### src/rtl/gfp8_pkg.sv
// Shared GFP8 types and constants for the native-vector accumulate path.
// Imported by the accumulator, its alignment adder and the bus interface.
package gfp8_pkg;

  localparam int GFP8_EXP_W    = 8;
  localparam int GFP8_NV_MAN_W = 32;

  typedef enum logic [1:0] {
    ST_IDLE  = 2'd0,
    ST_ACCUM = 2'd1,
    ST_DONE  = 2'd2
  } accum_state_e;

  typedef struct packed {
    logic signed [GFP8_NV_MAN_W-1:0] mantissa;
    logic signed [GFP8_EXP_W-1:0]    exponent;
  } gfp_result_t;

endpackage

### src/rtl/gfp8_nv_accum_if.sv
// Job control, NV beat input and result handshake of gfp8_nv_accum.
// master drives the job/beat/ready side; slave is the accumulator.
interface gfp8_nv_accum_if
  import gfp8_pkg::*;
#(
  parameter int CNT_W = 8,
  parameter int OUT_W = 32
);

  logic                            i_start;
  logic [CNT_W-1:0]                i_num_nv;
  logic                            i_nv_valid;
  logic signed [GFP8_NV_MAN_W-1:0] i_nv_mantissa;
  logic signed [GFP8_EXP_W-1:0]    i_nv_exponent;
  logic                            o_busy;
  logic                            o_result_valid;
  logic                            i_result_ready;
  logic signed [OUT_W-1:0]         o_result_mantissa;
  logic signed [GFP8_EXP_W-1:0]    o_result_exponent;
  logic                            o_sat;
  logic                            o_err_drop;

  modport master (
    output i_start, i_num_nv, i_nv_valid, i_nv_mantissa, i_nv_exponent, i_result_ready,
    input  o_busy, o_result_valid, o_result_mantissa, o_result_exponent, o_sat, o_err_drop
  );

  modport slave (
    input  i_start, i_num_nv, i_nv_valid, i_nv_mantissa, i_nv_exponent, i_result_ready,
    output o_busy, o_result_valid, o_result_mantissa, o_result_exponent, o_sat, o_err_drop
  );

endinterface

### src/rtl/gfp_align_add.sv
// Combinational GFP align-and-add: the smaller-exponent operand is shifted
// right onto the larger exponent, then summed with saturation to ACC_W.
module gfp_align_add
  import gfp8_pkg::*;
#(
  parameter int ACC_W = 40
) (
  input  logic signed [ACC_W-1:0]      i_a_man,
  input  logic signed [GFP8_EXP_W-1:0] i_a_exp,
  input  logic signed [ACC_W-1:0]      i_b_man,
  input  logic signed [GFP8_EXP_W-1:0] i_b_exp,
  output logic signed [ACC_W-1:0]      o_sum,
  output logic signed [GFP8_EXP_W-1:0] o_exp,
  output logic                         o_sat
);

  localparam logic signed [ACC_W-1:0] ACC_MAX = {1'b0, {(ACC_W-1){1'b1}}};
  localparam logic signed [ACC_W-1:0] ACC_MIN = {1'b1, {(ACC_W-1){1'b0}}};

  logic                        w_a_big;
  logic [GFP8_EXP_W:0]         w_diff;
  logic signed [ACC_W-1:0]     w_big;
  logic signed [ACC_W-1:0]     w_small;
  logic signed [ACC_W-1:0]     w_small_sh;
  logic [ACC_W:0]              w_sum_wide;

  // NOTE: every variable assigned in always_comb gets a default on entry so no path can infer a latch.
  always_comb begin
    w_a_big    = (i_a_exp >= i_b_exp);
    w_diff     = '0;
    w_big      = i_a_man;
    w_small    = i_b_man;
    o_exp      = i_a_exp;
    w_small_sh = '0;

    // Both exponents widened by one bit, so the difference is exact in 0..255.
    if (w_a_big) begin
      w_diff  = {i_a_exp[GFP8_EXP_W-1], i_a_exp} - {i_b_exp[GFP8_EXP_W-1], i_b_exp};
    end else begin
      w_diff  = {i_b_exp[GFP8_EXP_W-1], i_b_exp} - {i_a_exp[GFP8_EXP_W-1], i_a_exp};
      w_big   = i_b_man;
      w_small = i_a_man;
      o_exp   = i_b_exp;
    end

    // NOTE: kept out of a ?: with an unsized '0 arm, which would turn the operand unsigned and make >>> logical.
    if (32'(w_diff) < ACC_W) begin
      w_small_sh = w_small >>> w_diff;
    end

    w_sum_wide = {w_big[ACC_W-1], w_big} + {w_small_sh[ACC_W-1], w_small_sh};
    o_sat      = (w_sum_wide[ACC_W] != w_sum_wide[ACC_W-1]);
    if (!o_sat) begin
      o_sum = w_sum_wide[ACC_W-1:0];
    end else if (w_sum_wide[ACC_W]) begin
      o_sum = ACC_MIN;
    end else begin
      o_sum = ACC_MAX;
    end
  end

endmodule

### src/rtl/gfp8_nv_accum.sv
// Accumulates a programmed number of NV dot results along K into one GFP
// result, presented on a valid/ready handshake to the result writer.
module gfp8_nv_accum
  import gfp8_pkg::*;
#(
  parameter int ACC_W = 40,
  parameter int CNT_W = 8,
  parameter int OUT_W = 32
) (
  input  logic         i_clk,
  input  logic         i_reset_n,
  gfp8_nv_accum_if.slave bus
);

  localparam logic signed [ACC_W-1:0] OUT_MAX = ACC_W'({1'b0, {(OUT_W-1){1'b1}}});
  localparam logic signed [ACC_W-1:0] OUT_MIN = ~OUT_MAX;

  accum_state_e                 r_state;
  accum_state_e                 w_next_state;
  logic signed [ACC_W-1:0]      r_acc;
  logic signed [GFP8_EXP_W-1:0] r_exp;
  logic [CNT_W-1:0]             r_cnt;
  logic                         r_seen_beat;
  logic                         r_sat;
  logic                         r_err_drop;

  logic                         w_accept_start;
  logic                         w_beat;
  logic                         w_last_beat;
  logic signed [ACC_W-1:0]      w_beat_man;
  logic signed [ACC_W-1:0]      w_sum;
  logic signed [GFP8_EXP_W-1:0] w_sum_exp;
  logic                         w_sum_sat;
  logic                         w_clip_hi;
  logic                         w_clip_lo;
  logic signed [OUT_W-1:0]      w_out_man;

  // A new job is taken in IDLE, or in DONE on the cycle the result leaves.
  assign w_accept_start = bus.i_start &&
                          ((r_state == ST_IDLE) || ((r_state == ST_DONE) && bus.i_result_ready));
  assign w_beat         = bus.i_nv_valid && (r_state == ST_ACCUM);
  assign w_last_beat    = w_beat && (r_cnt == CNT_W'(1));
  assign w_beat_man     = {{(ACC_W-GFP8_NV_MAN_W){bus.i_nv_mantissa[GFP8_NV_MAN_W-1]}},
                           bus.i_nv_mantissa};

  gfp_align_add #(.ACC_W(ACC_W)) u_align_add (
    .i_a_man (r_acc),
    .i_a_exp (r_exp),
    .i_b_man (w_beat_man),
    .i_b_exp (bus.i_nv_exponent),
    .o_sum   (w_sum),
    .o_exp   (w_sum_exp),
    .o_sat   (w_sum_sat)
  );

  // NOTE: sequential state is written only with non-blocking assignments so every flop samples pre-edge values.
  always_ff @(posedge i_clk or negedge i_reset_n) begin
    if (!i_reset_n) begin
      r_state <= ST_IDLE;
    end else begin
      r_state <= w_next_state;
    end
  end

  always_comb begin
    w_next_state = r_state;
    case (r_state)
      ST_IDLE: begin
        if (w_accept_start) begin
          w_next_state = (bus.i_num_nv == '0) ? ST_DONE : ST_ACCUM;
        end
      end
      ST_ACCUM: begin
        if (w_last_beat) begin
          w_next_state = ST_DONE;
        end
      end
      ST_DONE: begin
        if (w_accept_start) begin
          w_next_state = (bus.i_num_nv == '0) ? ST_DONE : ST_ACCUM;
        end else if (bus.i_result_ready) begin
          w_next_state = ST_IDLE;
        end
      end
      default: w_next_state = ST_IDLE;
    endcase
  end

  always_ff @(posedge i_clk or negedge i_reset_n) begin
    if (!i_reset_n) begin
      r_acc       <= '0;
      r_exp       <= '0;
      r_cnt       <= '0;
      r_seen_beat <= 1'b0;
      r_sat       <= 1'b0;
      r_err_drop  <= 1'b0;
    end else begin
      if (bus.i_nv_valid && (r_state != ST_ACCUM)) begin
        r_err_drop <= 1'b1;
      end

      if (w_accept_start) begin
        r_cnt       <= bus.i_num_nv;
        r_seen_beat <= 1'b0;
        r_acc       <= '0;
        r_exp       <= '0;
        r_sat       <= 1'b0;
      end else if (w_beat) begin
        r_cnt       <= r_cnt - CNT_W'(1);
        r_seen_beat <= 1'b1;
        if (!r_seen_beat) begin
          r_acc <= w_beat_man;
          r_exp <= bus.i_nv_exponent;
        end else begin
          r_acc <= w_sum;
          r_exp <= w_sum_exp;
          r_sat <= r_sat | w_sum_sat;
        end
      end
    end
  end

  // Clip the accumulator into the signed OUT_W output range.
  always_comb begin
    w_clip_hi = (r_acc > OUT_MAX);
    w_clip_lo = (r_acc < OUT_MIN);
    if (w_clip_hi) begin
      w_out_man = OUT_MAX[OUT_W-1:0];
    end else if (w_clip_lo) begin
      w_out_man = OUT_MIN[OUT_W-1:0];
    end else begin
      w_out_man = r_acc[OUT_W-1:0];
    end
  end

  // Result fields are driven only in DONE, so they read zero in reset and while accumulating.
  always_comb begin
    bus.o_busy            = 1'b0;
    bus.o_result_valid    = 1'b0;
    bus.o_result_mantissa = '0;
    bus.o_result_exponent = '0;
    bus.o_sat             = 1'b0;
    bus.o_err_drop        = r_err_drop;
    case (r_state)
      ST_ACCUM: bus.o_busy = 1'b1;
      ST_DONE: begin
        bus.o_result_valid    = 1'b1;
        bus.o_result_mantissa = w_out_man;
        bus.o_result_exponent = r_exp;
        bus.o_sat             = r_sat | w_clip_hi | w_clip_lo;
      end
      default: ;
    endcase
  end

endmodule

### src/flat_wrapper.sv
// flat-port wrapper written by rule: the top's interface ports become plain ports
module gfp8_nv_accum_flat import gfp8_pkg::*;
#(
  parameter int ACC_W = 40,
  parameter int CNT_W = 8,
  parameter int OUT_W = 32
)
  (i_clk, i_reset_n, bus_i_start, bus_i_num_nv, bus_i_nv_valid, bus_i_nv_mantissa, bus_i_nv_exponent, bus_i_result_ready, bus_o_busy, bus_o_result_valid, bus_o_result_mantissa, bus_o_result_exponent, bus_o_sat, bus_o_err_drop);
  gfp8_nv_accum_if #(.CNT_W(CNT_W), .OUT_W(OUT_W)) bus_i ();
  input  logic i_clk;
  input  logic i_reset_n;
  input wire logic [$bits(bus_i.i_start)-1:0] bus_i_start;
  input wire logic [$bits(bus_i.i_num_nv)-1:0] bus_i_num_nv;
  input wire logic [$bits(bus_i.i_nv_valid)-1:0] bus_i_nv_valid;
  input wire logic [$bits(bus_i.i_nv_mantissa)-1:0] bus_i_nv_mantissa;
  input wire logic [$bits(bus_i.i_nv_exponent)-1:0] bus_i_nv_exponent;
  input wire logic [$bits(bus_i.i_result_ready)-1:0] bus_i_result_ready;
  output wire logic [$bits(bus_i.o_busy)-1:0] bus_o_busy;
  output wire logic [$bits(bus_i.o_result_valid)-1:0] bus_o_result_valid;
  output wire logic [$bits(bus_i.o_result_mantissa)-1:0] bus_o_result_mantissa;
  output wire logic [$bits(bus_i.o_result_exponent)-1:0] bus_o_result_exponent;
  output wire logic [$bits(bus_i.o_sat)-1:0] bus_o_sat;
  output wire logic [$bits(bus_i.o_err_drop)-1:0] bus_o_err_drop;
  assign bus_i.i_start = bus_i_start;
  assign bus_i.i_num_nv = bus_i_num_nv;
  assign bus_i.i_nv_valid = bus_i_nv_valid;
  assign bus_i.i_nv_mantissa = bus_i_nv_mantissa;
  assign bus_i.i_nv_exponent = bus_i_nv_exponent;
  assign bus_i.i_result_ready = bus_i_result_ready;
  assign bus_o_busy = bus_i.o_busy;
  assign bus_o_result_valid = bus_i.o_result_valid;
  assign bus_o_result_mantissa = bus_i.o_result_mantissa;
  assign bus_o_result_exponent = bus_i.o_result_exponent;
  assign bus_o_sat = bus_i.o_sat;
  assign bus_o_err_drop = bus_i.o_err_drop;
  gfp8_nv_accum #(.ACC_W(ACC_W), .CNT_W(CNT_W), .OUT_W(OUT_W)) u_core (.i_clk(i_clk), .i_reset_n(i_reset_n), .bus(bus_i));
endmodule
### config.mk
export PLATFORM = sky130hd
export DESIGN_NAME = gfp8_nv_accum_flat
export DESIGN_NICKNAME = d
export VERILOG_FILES = /design/src/rtl/gfp8_pkg.sv /design/src/rtl/gfp8_nv_accum_if.sv /design/src/rtl/gfp_align_add.sv /design/src/rtl/gfp8_nv_accum.sv /design/src/flat_wrapper.sv
export SDC_FILE = /design/constraint.sdc
export NUM_CORES = 1
export LEC_CHECK = 0
export BUFFER_PORTS_ARGS = -buffer_cell sky130_fd_sc_hd__buf_2
export CORE_MARGIN = 4
export CORE_UTILIZATION = 55
export CTS_CLUSTER_SIZE = 10
export DETAILED_ROUTE_END_ITERATION = 12
export PLACE_DENSITY_LB_ADDON = 0.1
export SLEW_MARGIN = 10
export SYNTH_ARGS = -nofsm -noshare
export SYNTH_HDL_FRONTEND = slang
export SYNTH_SLANG_ARGS = --single-unit
### constraint.sdc
create_clock -name i_clk -period 14.47 [get_ports i_clk]
set_clock_uncertainty 0.05 [all_clocks]
set_input_delay 1.447 -clock i_clk [delete_from_list [all_inputs] [get_ports i_clk]]
set_output_delay 1.447 -clock i_clk [all_outputs]
set_load 0.03 [all_outputs]
==> flow_summary_export.csv <==
group,metric,value,unit
outcome,status,"complete, no violations",
synth,synth_top_flop_cell,"dfrtp_1",
floorplanning,rows,52,
worst_hold_path,worstHoldPathType,"register to register",
clock_network,cts_tree,"built",
critical_path,critical_path.startpoint_type,"primary input",
place,placed_cells,1947,
synth,synth_nets,1789,
sta,hold_viol,0,
critical_path,cp.required,14.60,ns
detailed_routing,first_iter_violations,1832,
global_route,gr-total-overflow,0,
floorplanning,fp.dieH,152,um
job,drv_cap,0,
clock_network,post_cts_buffers,0,
clock_network,clock-sinks,61,
synth,synth_commonest_cells,"nand2_1 (266), nor2_1 (192), a21oi_1 (122)",
critical_path,path_class,"primary input to register",
layout,syn2layout_area_growth,7.08,%
critical_path,critPathMaxStageDelay,0.81,ns
global_route,grt_max_degree,62,
clock_network,ctsResizeCount,0,
layout,stdcell_count,1963,
detailed_routing,wl_per_cell,23.6,um
synth,synthArstFlopShare,100,%
synth,yosys_warnings,0,
synth,synthXorXnorAreaFrac,3.08,%
critical_path,crit_start,"bus_i_nv_exponent[7]",
synth,synthMuxAreaShare,6.76,%
global_route,grt_usage,40.2,%
clock_network,cts-htree-levels,3,
synth,synth_top_family_by_area,"compound AO/OA/AOI/OAI gates",
place,numPortBuffers,96,
detailed_routing,drt_wl_total,46400,um
synth,yosys.area_share.simple,28.7,%
clock_network,root_buffer,"clkbuf_16",
synth,synth-compound-area-share,34.5,%
sta,slew_violations,0,
detailed_routing,firstDrtPassIters,8,
global_route,grt_pass1_vias,12400,
place,dp_hpwl,34700,um
synth,yosys.cell_types.count,96,
synth,synth_top_cell_by_area,"dfrtp_1",
detailed_routing,drc,0,
place,placed_area,11800,um2
critical_path,endpoint_kind,"register",
synth,synth_edf_count,0,
worst_hold_path,min_from,"u_core.bus.o_err_drop",
synth,synth_area,11300,um2
sta,tns,0,ns
sta,rsz0062_at_grt,"no",
critical_path,crit_slowest_cell,"a21o_1",
critical_path,path_delay_family,"compound AO/OA/AOI/OAI gates",
critical_path,cp.depth,25,
sta,max_freq,0.104,GHz
layout,drive_gt1_share,13.2,%
sta,period_share,66.6,%
layout,fin_nets,1802,
detailed_routing,via_per_inst,6.97,
floorplanning,chipWidth,152,um
layout,nFillCells,1965,
critical_path,critPathMaxFanout,43,
synth,synth_area_leaders,"dfrtp_1 (13%), nand2_1 (8.8%), ha_1 (6.4%)",
detailed_routing,ant_nets,0,
sta,setup_viol,0,
sta,worst_pin_slew,1.32,ns
critical_path,r2r_cells,26,
synth,synth_most_common_cell,"nand2_1",
synth,ys_ff_latch,61,
synth,synthAdderAreaFrac,7.02,%
clock_network,cts_hold_buf,0,
critical_path,crit_buf_inv,4,
clock_network,cts_buffer_depth,2,
sta,min_period,9.63,ns
floorplanning,core,20200,um2
critical_path,r2r_start,"u_core.r_exp[7]",
synth,seq_area_frac_synth,13.5,%
clock_network,clock_latency,0.35,ns
global_route,antenna_found_initial,0,
synth,syn-instance-count,1675,
floorplanning,start_util,56.0,%
floorplanning,die_area,23000,um2
clock_network,clk_pin_slew,0.06,ns
synth,synth_top_area_share,13.5,%
detailed_routing,vias,13700,
worst_hold_path,whs_path_depth,1,
synth,syn_area_per_cell,6.77,um2
floorplanning,io_pins,97,
sta,relSlewSlack,10.8,%
place,gp_congestion,1.06,
clock_network,cts_buffers,9,
layout,fin_area,12100,um2
layout,n_antenna_cell,0,
critical_path,crit_arrival,9.76,ns
global_route,grt_pass1_wl,72200,um
[flip-flops by register name, indices dropped and copies added, names as in the netlist]
register,count
u_core.r_acc,40
u_core.r_cnt,8
u_core.r_exp,8
u_core.r_state,2
u_core.bus.o_err_drop,1
u_core.r_sat,1
u_core.r_seen_beat,1
[per-layer routing]
metal | up-vias | GRT usage (%) | wire, um
li1 | 6270 | - | -
met1 | 6362 | 57.3 | 18800
met5 | - | 0 | 0
met4 | 0 | 13.4 | 1790
met2 | 912 | 59.9 | 20000
met3 | 129 | 9.13 | 5760
[metrics by stage]
step / setup WS [ns] / hold slack (ns) / utilization [%]
floorplan: 7.10 / 0.424 / -
global placement: 4.84 / 0.407 / 58.5
detailed placement: 4.67 / 0.414 / 58.5
CTS: 5.00 / 0.428 / 60.0
global route: 4.26 / 0.457 / 60.0
finish: 4.84 / 0.427 / 60.0
[worst reg2reg max path: stages (launching register included)]
cell and delay, ns:
dfrtp_1 0.41, ha_2 0.83, and4_1 0.44, a21oi_2 0.15, nand2_1 0.20, o21ai_4 0.07, buf_4 0.30, o21ai_0 0.22
buf_4 0.23, nand3_1 0.72, nand2_1 0.56, o31ai_1 0.17, a21oi_1 0.41, a21oi_1 0.19, a221oi_2 0.33, ha_1 0.34
a21oi_1 0.17, o21ai_0 0.09, a21oi_1 0.21, nand3b_1 0.10, o21ai_0 0.53, o31ai_1 0.19, a21oi_1 0.38, nand3_1 0.14
o21ai_1 0.14, a21o_1 0.81, o21ai_0 0.26
[final cells by class]
| class | count | area, um2 | share of cell area [%] |
|---|---|---|---|
| clock buffers | 9 | 225 | 1.85 |
| clock inverters | 7 | 73.8 | 0.608 |
| inverters | 35 | 131 | 1.08 |
| multi-input cells | 1454 | 9130 | 75.2 |
| flip-flops and latches | 61 | 1530 | 12.6 |
| well taps | 270 | 338 | 2.78 |
| repair buffers | 127 | 713 | 5.87 |
[path summary, 6_finish.rpt]
path / endpoint / slack (ns)
min in group asynchronous: u_core.bus.o_err_drop / 1.23
max in group asynchronous: u_core.r_acc[12] / 12.58
setup / recovery: u_core.r_acc[23] / 4.84
hold / removal: u_core.bus.o_err_drop / 0.43
hold reg to reg: u_core.bus.o_err_drop / 0.43
setup reg to reg: u_core.r_acc[23] / 5.65
[cell families (layout without fill, tap and decap cells)]
kind of cell               after synthesis  after routing
AOI/OAI and AO/OA                      574            574
xor gates and xnor gates                39             39
adders and majority gates               62             62
buffers and inverters                  160            178
DFF                                     61             61
muxes                                   66             66
and+or+nand+nor                        713            713
[layout by cell type, fill, tap and decap left out, types with 35 or more instances in the layout]
cell type and count:
a21o_1 53, a21oi_1 121, buf_2 96, dfrtp_1 61
ha_1 57, mux2i_1 35, nand2_1 266, nand3_1 38
nor2_1 190, nor3_1 58, o21ai_0 95, o22ai_1 37
Power is not shown: default switching activity piles up to over one toggle a cycle in this logic, so the estimate is an artifact.
